<file path="src/rtl/adder_share_arb.sv">
// ============================================================================
//  Module      : adder_share_arb
//  Description : Two-slot arbiter sharing one 32-bit adder, with a registered
//                single-entry result stage and a saturating conflict counter.
//  Revision    : 1.0  initial release
// ============================================================================
`default_nettype none

module adder_32 (
  input  logic [31:0] a,
  input  logic [31:0] b,
  output logic [31:0] sum
);
  // Result width matches the operands, so the carry-out is dropped (mod 2^32).
  assign sum = a + b;
endmodule

module adder_share_arb #(
  parameter int TAG_W     = 5,
  parameter int PRIO_MODE = 0
) (
  input  logic             clk,
  input  logic             rst,
  input  logic             req0_valid,
  input  logic [31:0]      req0_a,
  input  logic [31:0]      req0_b,
  input  logic [TAG_W-1:0] req0_tag,
  output logic             req0_ready,
  input  logic             req1_valid,
  input  logic [31:0]      req1_a,
  input  logic [31:0]      req1_b,
  input  logic [TAG_W-1:0] req1_tag,
  output logic             req1_ready,
  output logic             out_valid,
  input  logic             out_ready,
  output logic [31:0]      out_q,
  output logic [TAG_W-1:0] out_tag,
  output logic             out_src,
  output logic [15:0]      conflict_cnt
);

  localparam logic [15:0] c_cnt_max = 16'hFFFF;

  logic             r_out_valid;
  logic [31:0]      r_out_q;
  logic [TAG_W-1:0] r_out_tag;
  logic             r_out_src;
  logic             r_last_grant;
  logic [15:0]      r_conflict_cnt;

  logic             w_can_accept;
  logic             w_both;
  logic             w_grant;
  logic             w_xfer;
  logic [31:0]      w_a;
  logic [31:0]      w_b;
  logic [31:0]      w_sum;
  logic [TAG_W-1:0] w_tag;

  assign w_can_accept = !r_out_valid | out_ready;
  assign w_both       = req0_valid & req1_valid;

  // On a tie, round-robin hands the grant to the slot that did not win last.
  assign w_grant = w_both ? ((PRIO_MODE == 1) ? 1'b0 : ~r_last_grant) : req1_valid;

  assign req0_ready = !rst & w_can_accept & req0_valid & !w_grant;
  assign req1_ready = !rst & w_can_accept & req1_valid &  w_grant;
  assign w_xfer     = req0_ready | req1_ready;

  assign w_a   = w_grant ? req1_a   : req0_a;
  assign w_b   = w_grant ? req1_b   : req0_b;
  assign w_tag = w_grant ? req1_tag : req0_tag;

  adder_32 u_adder (
    .a   (w_a),
    .b   (w_b),
    .sum (w_sum)
  );

  always_ff @(posedge clk or posedge rst) begin
    if (rst) begin
      r_out_valid    <= 1'b0;
      r_out_q        <= '0;
      r_out_tag      <= '0;
      r_out_src      <= 1'b0;
      r_last_grant   <= 1'b1;
      r_conflict_cnt <= '0;
    end else begin
      if (w_xfer) begin
        r_out_valid  <= 1'b1;
        r_out_q      <= w_sum;
        r_out_tag    <= w_tag;
        r_out_src    <= w_grant;
        r_last_grant <= w_grant;
      end else if (out_ready) begin
        r_out_valid  <= 1'b0;
      end
      // Stalled ties are not conflicts; only refusals caused by arbitration count.
      if (w_both && w_can_accept && r_conflict_cnt != c_cnt_max)
        r_conflict_cnt <= r_conflict_cnt + 16'd1;
    end
  end

  assign out_valid    = r_out_valid;
  assign out_q        = r_out_q;
  assign out_tag      = r_out_tag;
  assign out_src      = r_out_src;
  assign conflict_cnt = r_conflict_cnt;

endmodule

`default_nettype wire

</file>
<file path="config.mk">
export PLATFORM = sky130hd
export DESIGN_NAME = adder_share_arb
export DESIGN_NICKNAME = d
export VERILOG_FILES = /design/src/rtl/adder_share_arb.sv
export SDC_FILE = /design/constraint.sdc
export NUM_CORES = 1
export LEC_CHECK = 0
export BUFFER_PORTS_ARGS = -buffer_cell sky130_fd_sc_hd__buf_2
export CAP_MARGIN = 20
export CORE_MARGIN = 2
export CORE_UTILIZATION = 53
export DETAILED_ROUTE_END_ITERATION = 10
export GPL_TIMING_DRIVEN = 0
export HOLD_SLACK_MARGIN = 0.12
export PLACE_DENSITY = 0.93
export SLEW_MARGIN = 20
export SYNTH_ARGS = -nofsm -noshare
export SYNTH_HDL_FRONTEND = slang
export SYNTH_SLANG_ARGS = --single-unit
</file>
<file path="constraint.sdc">
create_clock -name clk -period 5.2 [get_ports clk]
set_input_delay 0.52 -clock clk [delete_from_list [all_inputs] [get_ports clk]]
set_output_delay 0.52 -clock clk [all_outputs]
set_load 0.01 [all_outputs]
</file>
* Word level (Yosys, flattened, before mapping)
Cells that the tools add are included.
** Storage, ports and cells
- Output and inout bits :: 57
- Register bits after elaboration :: 56
** Cells by class
- Add/subtract/negate cells :: 2
- Bitwise operators :: 9
- Multiplexer cells :: 6
- Eq/ne operators :: 1
- Reductions and logical operators :: 6
** Operator list (number)
- 32-bit 2-to-1 mux :: 2
- 32-bit adder :: 1
- 16-bit by 1-bit adder with 16-bit output (second input constant) :: 1
- 16-bit inequality test (second input constant) :: 1
- 1-bit bitwise AND :: 6
- 5-bit 2-to-1 mux :: 1
- 1-bit logical NOT :: 3
- 1-bit 2-to-1 mux :: 3
- 1-bit logical AND :: 2
- 1-bit OR :: 2
- 2-bit nonzero test :: 1
- 1-bit inverter :: 1

* Depth between registers and ports, before layout
Gate-level depths: netlist (run 1).
- Depth after elaboration :: 7
- Depth in mapped cells :: 13
- Mapped depth without buffers :: 12

* Modules after synthesis
Synthesis (run 1) repeated with hierarchy kept, for this count alone.
** Unflattened totals
- Cells, all modules :: 523
- Area total of the unflattened synthesis :: 5165.0 µm²
** By module, submodules not included
- adder_share_arb :: cells an instance 248, area an instance 3119.2 µm², times used 1
- adder_32 :: cells an instance 275, area an instance 2045.7 µm², times used 1

* Worst setup path before layout (run 1)
OpenSTA, ideal clock, no wires.
- Kind :: input to register
- Start point :: input req1_valid
- End point :: register r_out_q[30], in the netlist out_q[30]
- Path buffers :: 1
- Data arrival time :: 3.630 ns
- Stages on the path :: 13
- Path slack :: 1.466 ns
- Library setup time :: 0.104 ns
- Cell sequence :: a21boi_1 clkbuf_1 mux2_2 ha_1 fa_1 a21oi_1 nand3b_4 a211o_2 a31oi_4 o2111ai_1 a21boi_0 or4_1 o311ai_1
** On the way
- Cells in the longest elaborated chain, start to end :: 5
** RTL lines
- start, declared :: line 29 : input logic req1_valid,
- branches (longest 5 deep; another with 32-bit adder)
- end signal, assigned :: line 91 : r_out_q <= w_sum;
- end, declared :: line 45 : logic [31:0] r_out_q;
Several ways; the timed one is not identified.
A chain may end at the register's enable or synchronous reset.

* Final worst setup path (run 1)
- Start point :: register r_last_grant
- End point :: register r_out_q[30], in the netlist out_q[30]
** On the way
- Cells in the longest elaborated chain, start to end :: 5
** RTL lines
- start, declared :: line 48 : logic r_last_grant;
- start signal, assigned :: line 94 : r_last_grant <= w_grant;
- 1-bit inverter (*) :: line 64 : assign w_grant = w_both ? ((PRIO_MODE == 1) ? 1'b0 : ~r_last_grant) : req1_valid;
- 1-bit 2-to-1 mux (*) :: line 64
- branches (longest 3 deep; another with 32-bit adder)
Every way passes the cells marked *.

==> run summary, run 1 <==
The setup-violating endpoint count in the final report is 0, and the sum of routed wire segments on met1 is 5420 um. For this run, the number of Yosys warnings is 0. Buffers inserted during clock tree synthesis total 5. Port buffering added 199 buffers. The starting utilization of the core area was 54.1%; the routed wire length was 13800 um. The count of boundary I/O pins is 200.

The first global-routing pass estimated 22700 um of wire. In this run the power density over the cells is 324 mW/mm2. The final route contains 4850 vias. Worst slew slack as a fraction of its limit: 40.3%. The tools report the deepest clock path buffer count as 2. In the layout the commonest cells are buf_2 (200), nand2_1 (66), mux2_2 (63), dfrtp_1 (55), o21ai_0 (49).

The repair_antennas step left the layout with diodes totalling 0. Wire segments on met2 add up to 7010 um in the final route. The critical setup path kind was reg2reg.

The logs give 28.6% for the aggregate global-route resource usage and 54 for the distinct cell type count after synthesis. Post-cts sizing count: 0. Setup repair after global routing left no endpoint under its margin. The detailed router used layers up to and including met4. The capture instance of the worst register-to-register path was out_q[30]. In the synthesized netlist the async set-or-reset flop fraction comes to 100%.

Global routing finished with a remaining overflow of 0. The die is 97.7 um wide. The startpoint class of the critical path was a flip-flop. The final-layout setup total negative slack was 0 ns. In the synthesized netlist the dominant register cell turns out to be dfrtp_1.

The element type at the critical path end was a flip-flop. CTS saw 56 sinks. The tree is rooted in a clkbuf_8. The part of the cycle the worst path needs is 89.9%, and the number of inserted filler cells in the final layout is 699. Routability-driven placement finished with a final weighted congestion of 0.886. The number of register bits inferred by synthesis was 56; the post-detailed-route DRC marker count was 0.

In this run the worst setup path begins at r_last_grant. The destination of the critical timing path is out_q[30]. For the worst setup path, the data required time is 5.43 ns. Initial antenna violation count: 0. The startpoint identified for the worst register-to-register timing path is r_last_grant. The fraction of layout instances using a drive strength above 1 is 39.1%, and the net count of the mapped netlist is 688. The cell count after synthesis came out at 512.

The flow ran to the end, and the final reports show no timing, DRC or antenna violations. The run gives 6 as the number of search-and-repair iterations in the first detailed-routing pass. The finished cells cover 0.00588 mm2. The later pin in the worst-skew pair is clocked with a latency of 0.32 ns.

The tools report the floorplan core area as 0.00859 mm2. The final number of hold-violating endpoints is 0. The number of enable flip-flop cells after synthesis came out at 0. The run gives 156 uV as the peak supply drop.

The final setup skew is 0.00681 ns. The tools report the number of nets in the finished design as 894. Synthesized area per cell: 9.08 um2. Entering global routing, the biggest net connects 59 pins. Using the TritonRoute via totals, the vias-per-cell ratio works out to 5.86. In this run, post-CTS hold repair placed 0 buffers. Timing would allow up to 214 MHz.

The shortest clock period the worst path allows after layout works out to 4.68 ns. The count of cells along the worst register-to-register path came out at 13. Data on the critical path arrives at its endpoint at 4.90 ns. For the die area, the log shows 0.00954 mm2. Compared with the post-synthesis result, the final layout area differs by 26.4%.

The count of antenna-violating nets left after detailed routing was 0. Once detailed placement completed, the half-perimeter wirelength came to 11100 um. The run gives 0 as the number of max-slew violations in the final report.

The most common library cell in the layout ignoring fill and taps was buf_2. The floorplan step set the die height to 97.7 um. The DRC marker count from the first detailed-route iteration is 228. The register area share after synthesis came out at 30.2%. Row generation in the floorplan step produced 34 rows. TritonCTS built the clock tree. The count of maximum capacitance violations is 0, and the leakage component of the power is 0.00290 uW. In this run the worst path has a maximum fanout of 10. Dividing the detail-routed wire length by the instance count gives 16.7 um. After synthesis the cells add up to 0.00465 mm2. After detailed placement, the total cell area comes to 0.00578 mm2. The logs give 4917 for the via count of the first global-routing pass and 0.52 ns for the worst-case register-to-register setup slack.

The H-tree was split into 2 levels. The path class of the tightest hold or removal check is in2async. After clock tree synthesis, the setup repair step added 0 buffers. Detailed routing placed a total of 899 um of wire on met3. At the pin with the least slew margin, the transition time is 0.894 ns. Clock-pin slew was measured on the worst setup and hold paths at 0.11 ns.
[worst max-delay path, stage by stage, from the launching register on]
cell,delay [ns]
dfstp_2,0.39
a21boi_1,0.71
clkbuf_1,0.63
mux2_2,0.41
ha_1,0.23
fa_1,0.43
a21oi_1,0.26
nand3b_4,0.19
a211o_2,0.18
a31oi_4,0.11
o2111ai_1,0.29
a21boi_0,0.17
or4_1,0.49
o311ai_1,0.10
[per-layer routing]
layer	vias up	global-route usage [%]
met4	0	10.0
li1	2287	-
met1	2287	34.4
met2	231	52.4
met5	-	0
met3	45	3.53
[Yosys cell counts, types with 2 or more instances]
library cell / count / area share [%]
and3_1: 6 / 0.81
a21o_1: 18 / 2.9
nand4_1: 11 / 1.5
nand3_1: 16 / 1.7
a211oi_1: 2 / 0.32
and4_1: 5 / 0.94
inv_1: 12 / 0.97
a21boi_1: 2 / 0.32
or4_1: 3 / 0.48
o311ai_0: 2 / 0.38
mux2i_1: 5 / 1.1
o21ai_0: 49 / 5.3
nor2b_1: 3 / 0.40
a211oi_2: 2 / 0.54
clkbuf_1: 20 / 1.6
o21a_1: 5 / 0.81
a221oi_1: 3 / 0.57
and2_1: 5 / 0.67
xnor2_1: 30 / 5.6
a31oi_1: 2 / 0.27
nor3_1: 4 / 0.43
o21bai_1: 4 / 0.65
a41oi_1: 2 / 0.38
xor2_1: 9 / 1.7
nand2b_1: 4 / 0.54
nor2_1: 12 / 0.97
o211ai_1: 4 / 0.65
mux2_2: 63 / 15
nor3b_1: 2 / 0.32
nand2_1: 66 / 5.3
dfrtp_1: 55 / 30
ha_1: 32 / 8.6
o2111ai_1: 2 / 0.38
a21boi_0: 2 / 0.32
a21oi_1: 31 / 3.3
[sequential cells by signal, indices dropped and copies added, names as in the netlist]
| signal | count |
|---|---|
| r_last_grant | 1 |
| out_valid | 1 |
| out_src | 1 |
| out_tag | 5 |
| conflict_cnt | 16 |
| out_q | 32 |
[power by group]
part	switching (uW)	internal (uW)
sequential	98.4	563
clock	156	98.7
combinational	548	439
[worst min path at each step]
stage / end / cells after the start / slack [ns]
5_1_grt: conflict_cnt[9] / 2 / 0.38
6_report: out_q[31] / 2 / 0.33
2_1_floorplan: r_last_grant / 2 / 0.50
3_5_place_dp: out_q[25] / 2 / 0.47
4_1_cts: out_q[19] / 2 / 0.34
3_3_place_gp: out_tag[1] / 2 / 0.46
[area by class of cell]
| type | instances | area (um2) | area share, % |
|---|---|---|---|
| clock buffers | 5 | 68.8 | 1.17 |
| well taps | 108 | 135 | 2.30 |
| clock inverters | 3 | 25.0 | 0.426 |
| multi-input cells | 422 | 3120 | 53.1 |
| plain buffers | 22 | 83.8 | 1.43 |
| repair buffers | 199 | 996 | 16.9 |
| flip-flops and latches | 56 | 1400 | 23.9 |
| inverters | 12 | 47.5 | 0.809 |
[per-stage QoR]
stage / worst slack (ns) / hold WS (ns) / instances / util (%) / total power (uW)
2_1_floorplan: 1.47 / 0.504 / 512 / - / 1290
3_3_place_gp: 0.423 / 0.458 / 819 / 67.3 / 1590
3_5_place_dp: 0.352 / 0.465 / 819 / 67.3 / 1640
4_1_cts: 0.599 / 0.342 / 827 / 68.4 / 1900
5_1_grt: 0.285 / 0.378 / 827 / 68.4 / 2040
6_report: 0.523 / 0.325 / 827 / 68.4 / 1900
[cell families after synthesis]
group | Yosys count | synth area share, %
muxes | 68 | 16.3
buffers and inverters | 34 | 2.77
xor gates and xnor gates | 39 | 7.34
adders and majority gates | 33 | 9.04
DFF | 56 | 30.2
AOI/OAI and AO/OA | 140 | 19.2
and+or+nand+nor | 142 | 15.2
Power figures use the tool's default switching activity.
==> inputs of run 2 (changes only) <==
--- a/config.mk
+++ b/config.mk
@@ -5,14 +5,14 @@
 export SDC_FILE = /design/constraint.sdc
 export NUM_CORES = 1
 export LEC_CHECK = 0
-export BUFFER_PORTS_ARGS = -buffer_cell sky130_fd_sc_hd__buf_2
 export CAP_MARGIN = 20
 export CORE_MARGIN = 2
-export CORE_UTILIZATION = 53
+export CORE_UTILIZATION = 61
 export DETAILED_ROUTE_END_ITERATION = 10
+export DONT_BUFFER_PORTS = 1
 export GPL_TIMING_DRIVEN = 0
 export HOLD_SLACK_MARGIN = 0.12
-export PLACE_DENSITY = 0.93
+export PLACE_DENSITY = 0.82
 export SLEW_MARGIN = 20
 export SYNTH_ARGS = -nofsm -noshare
 export SYNTH_HDL_FRONTEND = slang
==> run summary, run 2 (synthesis results as in run 1) <==
The first global-routing pass estimated 18700 um of wire. Buffers added to address setup during post-CTS repair amount to 0. The tools report the post-cts sizing count as 0. Dividing total power by cell area gives a power density of 356 mW/mm2. The class of the tightest hold or removal check is in2async. Walking the worst path, the cells encountered are a21boi_1 > clkbuf_1 > mux2_2 > ha_1 > fa_1 > a21oi_1 > nand3b_4 > a211o_2 > a31oi_4 > o2111ai_1 > a21boi_0 > or4_1 > o311ai_1. The most common library cell in the layout ignoring fill and taps is nand2_1. Among all stages on the critical path, the largest delay is contributed by a21boi_1. Wires add up to 12000 um. The run gives 47.9% as the worst slew slack as a fraction of its limit.

Setup repair after global routing left no endpoint under its margin. Data arrives at the worst endpoint at 4.72 ns. The flow ran to the end, and the final reports show no timing, DRC or antenna violations. The critical setup path kind is reg2reg.

The tools report the final number of hold-violating endpoints as 0. For this configuration, the core starts out at a cell density of 63.4%. CTS saw 56 sinks.

In the final layout, the share of cells above drive strength 1 is 15.8%. The count of antenna diodes in the layout is 0, and the die extent in y is 91.3 um. The number of max-slew violations in the final report was 0; the cell row count was 31. The flip-flop count of the largest register after layout works out to 32. The worst setup path is captured at a flip-flop.

After detailed routing, the number of remaining DRC violations is 0. Die area: 0.00834 mm2. Die outline width: 91.3 um. The critical path data required time is 5.42 ns, and the transition time at the pin with the least slew margin is 0.780 ns. Clock latency on the worst-skew pair: 0.31 ns.

TritonCTS built the clock tree. Across every metal layer, demand over resource in global routing totals 27.4%. The worst-path maximum fanout is 10, and the total overflow reported by the global router is 0. No sink is reached through more buffers than the 2 on the longest clock path. In the final routed layout, each cell accounts on average for 19.4 um. In this design, the stage delay of the slowest critical-path cell is 0.63 ns.

With fillers left out, the area of the finished cells amounts to 0.00487 mm2. After clock tree synthesis, the clock-pin slew on the worst setup and hold paths is 0.11 ns. Clock skew on the completed layout was measured at 0.00801 ns. The upper clock frequency limit was 222 MHz. Summing all multi-input logic gate instances after layout gives 0.00312 mm2. From synthesis to final layout, the design area changed by 4.76%. The worst path needs 4.50 ns of the cycle, external delays included.

Number of nets in the finished design: 695. In the final timing run, aggregate negative setup slack is 0 ns. The floorplan core area came out at 0.00733 mm2. The finished layout holds 619 standard cells, fillers aside. Root cell of the clock tree: clkbuf_8. The count of antenna-violating nets left after detailed routing came out at 0. The via count of the first global-routing pass is 3860, and the part of the cycle the worst path needs is 86.5%. The number of placed instances with taps included is 611.

Leaving out fill and tap cells, the most frequent cells in the layout are nand2_1 (66), mux2_2 (63), dfrtp_1 (55), o21ai_0 (49), ha_1 (32). Counting the buffers created by CTS gives 5. 200 I/O pins were placed.

The worst setup path is launched from a flip-flop. The total of hold buffers inserted after clock tree synthesis is 0, and the initial antenna violation count is 0. The wire-length estimate of the detail-placed layout is 9380 um. After detailed routing, the number of vias per cell comes to 6.55.

The count of H-tree levels built during CTS is 2. The congestion estimate from routability-driven global placement came to 0.912. The sequential cells in the finished layout cover a total of 0.00140 mm2. Largest net degree at the start of global routing: 59. Setup violations remaining at the end of the flow were counted as 0.

Across all layers, the routed design uses 4055 vias. The cell area after placement was 0.00478 mm2; the number of inserted filler cells in the final layout was 608. The tool flagged a number of max-cap violations equal to 0. Port buffering added 0 buffers.

Across the VDD grid, the largest voltage drop is 185 uV. Summed over all cells, the static leakage comes to 0.00208 uW. The pre-antenna-repair detailed-routing pass consisted of 4 iterations. The DRC marker count from the first detailed-route iteration was 248.
run 2: metal layers:
metal  up-vias  GRT usage, %  share of wire, %
met3        33          6.39               8.2
met1      1922          32.9                40
li1       1883             -                 -
met2       217          48.3                49
met4         0          9.09               2.9
met5         -             0                 0
run 2: layout make-up:
| type | count | area share (%) |
|---|---|---|
| inverter | 12 | 0.976 |
| multi-input combinational | 422 | 64.0 |
| clock buffer | 5 | 1.41 |
| buffer | 22 | 1.72 |
| sequential | 56 | 28.8 |
| tap | 99 | 2.54 |
| clock inverter | 3 | 0.539 |
run 2: worst paths after layout:
| check | cells past startpoint | from | to | slack, ns |
|---|---|---|---|---|
| min in group clk | 1 | req0_valid | r_last_grant | 0.26 |
| worst max register to register | 13 | r_last_grant | out_q[30] | 0.70 |
| max in group asynchronous | 1 | rst | out_q[31] | 4.55 |
| worst max-delay path | 13 | r_last_grant | out_q[30] | 0.70 |
| worst min register to register | 2 | r_last_grant | r_last_grant | 0.54 |
| worst min-delay path | 1 | rst | out_q[3] | 0.19 |
run 2: power breakdown:
| part | internal [uW] | switching (uW) |
|---|---|---|
| clock network | 99.8 | 160 |
| registers | 563 | 191 |
| logic | 318 | 401 |
| total | 980 | 752 |
run 2: stage by stage:
| step | setup WS [ns] | hold slack [ns] | util (%) | total power (uW) |
|---|---|---|---|---|
| 2_1_floorplan | 1.47 | 0.504 | - | 1290 |
| 3_3_place_gp | 0.606 | 0.512 | 65.1 | 1430 |
| 3_5_place_dp | 0.640 | 0.521 | 65.2 | 1470 |
| 4_1_cts | 0.751 | 0.220 | 66.5 | 1730 |
| 5_1_grt | 0.434 | 0.247 | 66.5 | 1850 |
| 6_report | 0.703 | 0.193 | 66.5 | 1730 |
run 2: worst max-delay path: cells and delay by family, from the launching register on:
kind | cells | cell delay, ns
buffers and inverters | 1 | 0.59
AO/OA/AOI/OAI | 7 | 1.69
flip-flops | 1 | 0.40
adder cells (fa/ha/maj) | 2 | 0.65
AND/OR/NAND/NOR | 2 | 0.67
multiplexers | 1 | 0.41
==> inputs of run 3 (changes only) <==
--- a/config.mk
+++ b/config.mk
@@ -16,4 +16,5 @@
 export SLEW_MARGIN = 20
 export SYNTH_ARGS = -nofsm -noshare
 export SYNTH_HDL_FRONTEND = slang
+export SYNTH_HIERARCHICAL = 1
 export SYNTH_SLANG_ARGS = --single-unit
==> run summary, run 3 <==
The run finished with clean final reports. Entering global routing, the biggest net connects 58 pins. In this run the cell area measured after placement is 0.00530 mm2. The run gives 4 as the number of search-and-repair iterations in the first detailed-routing pass.

In this run the mean area of a mapped cell was 9.88 um2. Number of nets in the finished design: 706. The register with the most flip-flops in the layout has 32 of them.

The summed area of non-filler cells in the final layout was 0.00539 mm2; the final HPWL from detailed placement was 10100 um. During I/O placement, the number of pins put on the boundary was 200. The worst slack after detailed placement was 0.605 ns; the share of async-settable or async-resettable flops after synthesis was 100%. Leaving out fill and tap cells, the most frequent cells in the layout are mux2_2 (98), dfrtp_1 (55), a21oi_1 (34), ha_1 (32), nor2_1 (30). Leaving out fill and tap cells, the most frequent cell in the layout is mux2_2. The tools report the count of maximum capacitance violations as 0. The logs give 0 for the post-cts sizing count and 62.9% for the starting utilization of the core area. The clock transition at the register clock pins on the worst setup and hold paths after CTS was 0.12 ns.

The worst slew slack as a fraction of its limit was 40.9%. Data on the critical path is required at its endpoint by 5.41 ns. Summed over all layers, the routed wires come to 12600 um. For the worst flop-to-flop path, the logic depth is 12. The first routing iteration left 173 violations.

The switching power summed over all nets came out at 826 uW. The run gives 19200 um as the first-pass GRT wire length. Data arrives at the worst endpoint at 4.65 ns. The die covers 0.00922 mm2. By count the netlist is led by mux2_2 (98), dfrtp_1 (55), a21oi_1 (34). For this run, the top clock speed supported by timing is 225 MHz. The clock passes through at most 2 buffers. The run gives 0 as the number of max-slew violations in the final report. Relative to the synthesized area, the layout overhead comes to 4.41%. Counting flops with a built-in enable in the synthesized netlist gives 0. The clock reaches the later pin of the worst-skew pair after 0.32 ns. Sorting the synthesized cells by area gives the leading types as dfrtp_1 (27%), mux2_2 (21%), ha_1 (7.8%). The top cell type by area accounts for 26.6% of the synthesized area. The part of the cycle the worst path needs is 85.3%, and the number of buffers inserted during clock tree synthesis is 5. From left edge to right edge, the die measures 96.0 um. Across the routed clock network, the largest skew measured is 0.0145 ns. The count of buffers inserted at the top-level ports is 0, and the shortest clock period the worst path allows after layout is 4.44 ns. For this run, design rule violations remaining after detail routing come to 0. After floorplanning, the core was sized to cover 0.00822 mm2. Number of register bits inferred by synthesis: 56. Adding up every negative setup slack in the final design gives 0 ns. In this run, the combinational gates consume 44.8% of the power. The worst-path maximum fanout is 10, and the internal power component is 1120 uW. The register area share after synthesis is 27.2%. The peak supply drop was 279 uV; the die extent in y was 96.0 um. Final number of hold-violating endpoints: 0. The setup slack of the critical path after layout came out at 0.765 ns.

The switching portion of total power came out at 42.3%. The logs give 523 for the post-synthesis instance total and 699 for the net count of the mapped netlist. The worst setup path is of the reg2reg kind.

The cell with the most instances after synthesis was mux2_2. In the final routed layout, each cell accounts on average for 19.8 um. The logs give 6 for the count of warnings emitted by yosys and 74 for the distinct cell type count after synthesis. Sequential cells burn 42.0% of the power. The total number of clock tree sinks was 56.

TritonCTS built the clock tree. The worst setup path is captured at a flip-flop. Leakage component of the power: 0.00229 uW. The transition time at the pin with the least slew margin came out at 0.885 ns. After detailed routing, the number of vias per cell comes to 6.47. Setup repair after global routing left no endpoint under its margin. The logs give 26.4% for the aggregate global-route resource usage and 0.860 for the placer congestion estimate.

Class of the tightest hold or removal check: in2async. The tools report the via count of the first global-routing pass as 4040. The fraction of layout instances using a drive strength above 1 came out at 26.9%. The repair_antennas step left the layout with diodes totalling 0.

The power density over cell area is 362 mW/mm2. The run gives 0 as the total overflow reported by the global router. The summed instance area of the synthesized netlist came out at 0.00516 mm2. The initial antenna violation count is 0. The number of setup buffers added after CTS is 0. The most frequently used flop master after synthesis is dfrtp_1. The total of hold buffers inserted after clock tree synthesis is 0.

The design draws 1950 uW. The H-tree was split into 2 levels. The tools report the part of the total power dissipated in the clock network as 13.2%. The cell sitting at the root of the clock tree is a clkbuf_8. After floorplanning, the core was divided into 33 placement rows. Setup violations remaining at the end of the flow were counted as 0. The final route contains 4115 vias. On the final layout, the worst hold slack is 0.194 ns. The largest total area in the synthesized netlist belongs to dfrtp_1. STA classifies the critical path startpoint as a flip-flop. The count of antenna-violating nets left after detailed routing was 0.
[run 3: cell count changes in the layout (fill, tap and decap cells not counted), moves of 13 or more]
cell	before	now
xnor2_1	30	14
xor2_1	9	22
mux2_2	63	98
o21ai_0	49	14
nand2_1	66	26
clkbuf_1	20	6
nor2_1	12	30
[run 3: logic make-up (layout without fill, tap and decap cells)]
kind of cell	after synthesis	in the layout	share of synthesized area, %
compound gates	120	120	16.6
xor+xnor	36	36	6.10
flops	56	56	27.2
mux	108	108	23.3
fa+ha+maj	33	33	8.14
simple gates	135	135	15.0
buf+inv	35	43	3.71
[run 3: final cells by class]
type,instances,area (um2)
Buffer,21,139
Clock buffer,5,68.8
Clock inverter,3,25.0
Fill cell,660,2820
Inverter,14,55.1
Multi-Input combinational cell,432,3570
Sequential cell,56,1400
Tap cell,105,131
[run 3: power groups by stage]
stage,Sequential [uW],Clock (uW),Combinational [uW]
after detailed placement,832,0,866
after floorplan,776,0,717
after CTS,824,264,870
after global routing,845,279,964
final,818,258,875
after global placement,824,0,835
[run 3: worst paths after layout]
path                                    from         endpoint  slack (ns)
max in group asynchronous                rst         out_q[5]        4.53
min in group clk                  req0_valid     r_last_grant        0.27
worst min register to register  r_last_grant     r_last_grant        0.55
worst max register to register  r_last_grant        out_q[18]        0.76
worst min-delay path                     rst  conflict_cnt[0]        0.19
worst max-delay path            r_last_grant        out_q[18]        0.76
[run 3: routing by layer]
| layer | vias to the layer above | track usage, % | wire (um) |
|---|---|---|---|
| li1 | 1985 | - | - |
| met4 | 0 | 4.76 | 87 |
| met5 | - | 0 | 0 |
| met2 | 161 | 48.8 | 6550 |
| met1 | 1963 | 32.0 | 5120 |
| met3 | 6 | 4.93 | 821 |
[run 3: stage by stage]
stage	std cells	utilization [%]
2_1_floorplan	523	-
3_3_place_gp	628	64.5
3_5_place_dp	628	64.5
4_1_cts	636	65.6
5_1_grt	636	65.6
6_report	636	65.6
[run 3: worst max-delay path: stages (launching register included)]
cell and delay (ns):
dfstp_2 0.39, a21boi_1 0.70, buf_2 0.42, mux2_2 0.38
ha_1 0.22, fa_1 0.42, a21o_1 0.24, a311o_1 0.38
nand4_1 0.18, a211oi_1 0.17, o41ai_1 0.42, xnor2_1 0.14
mux2_2 0.28
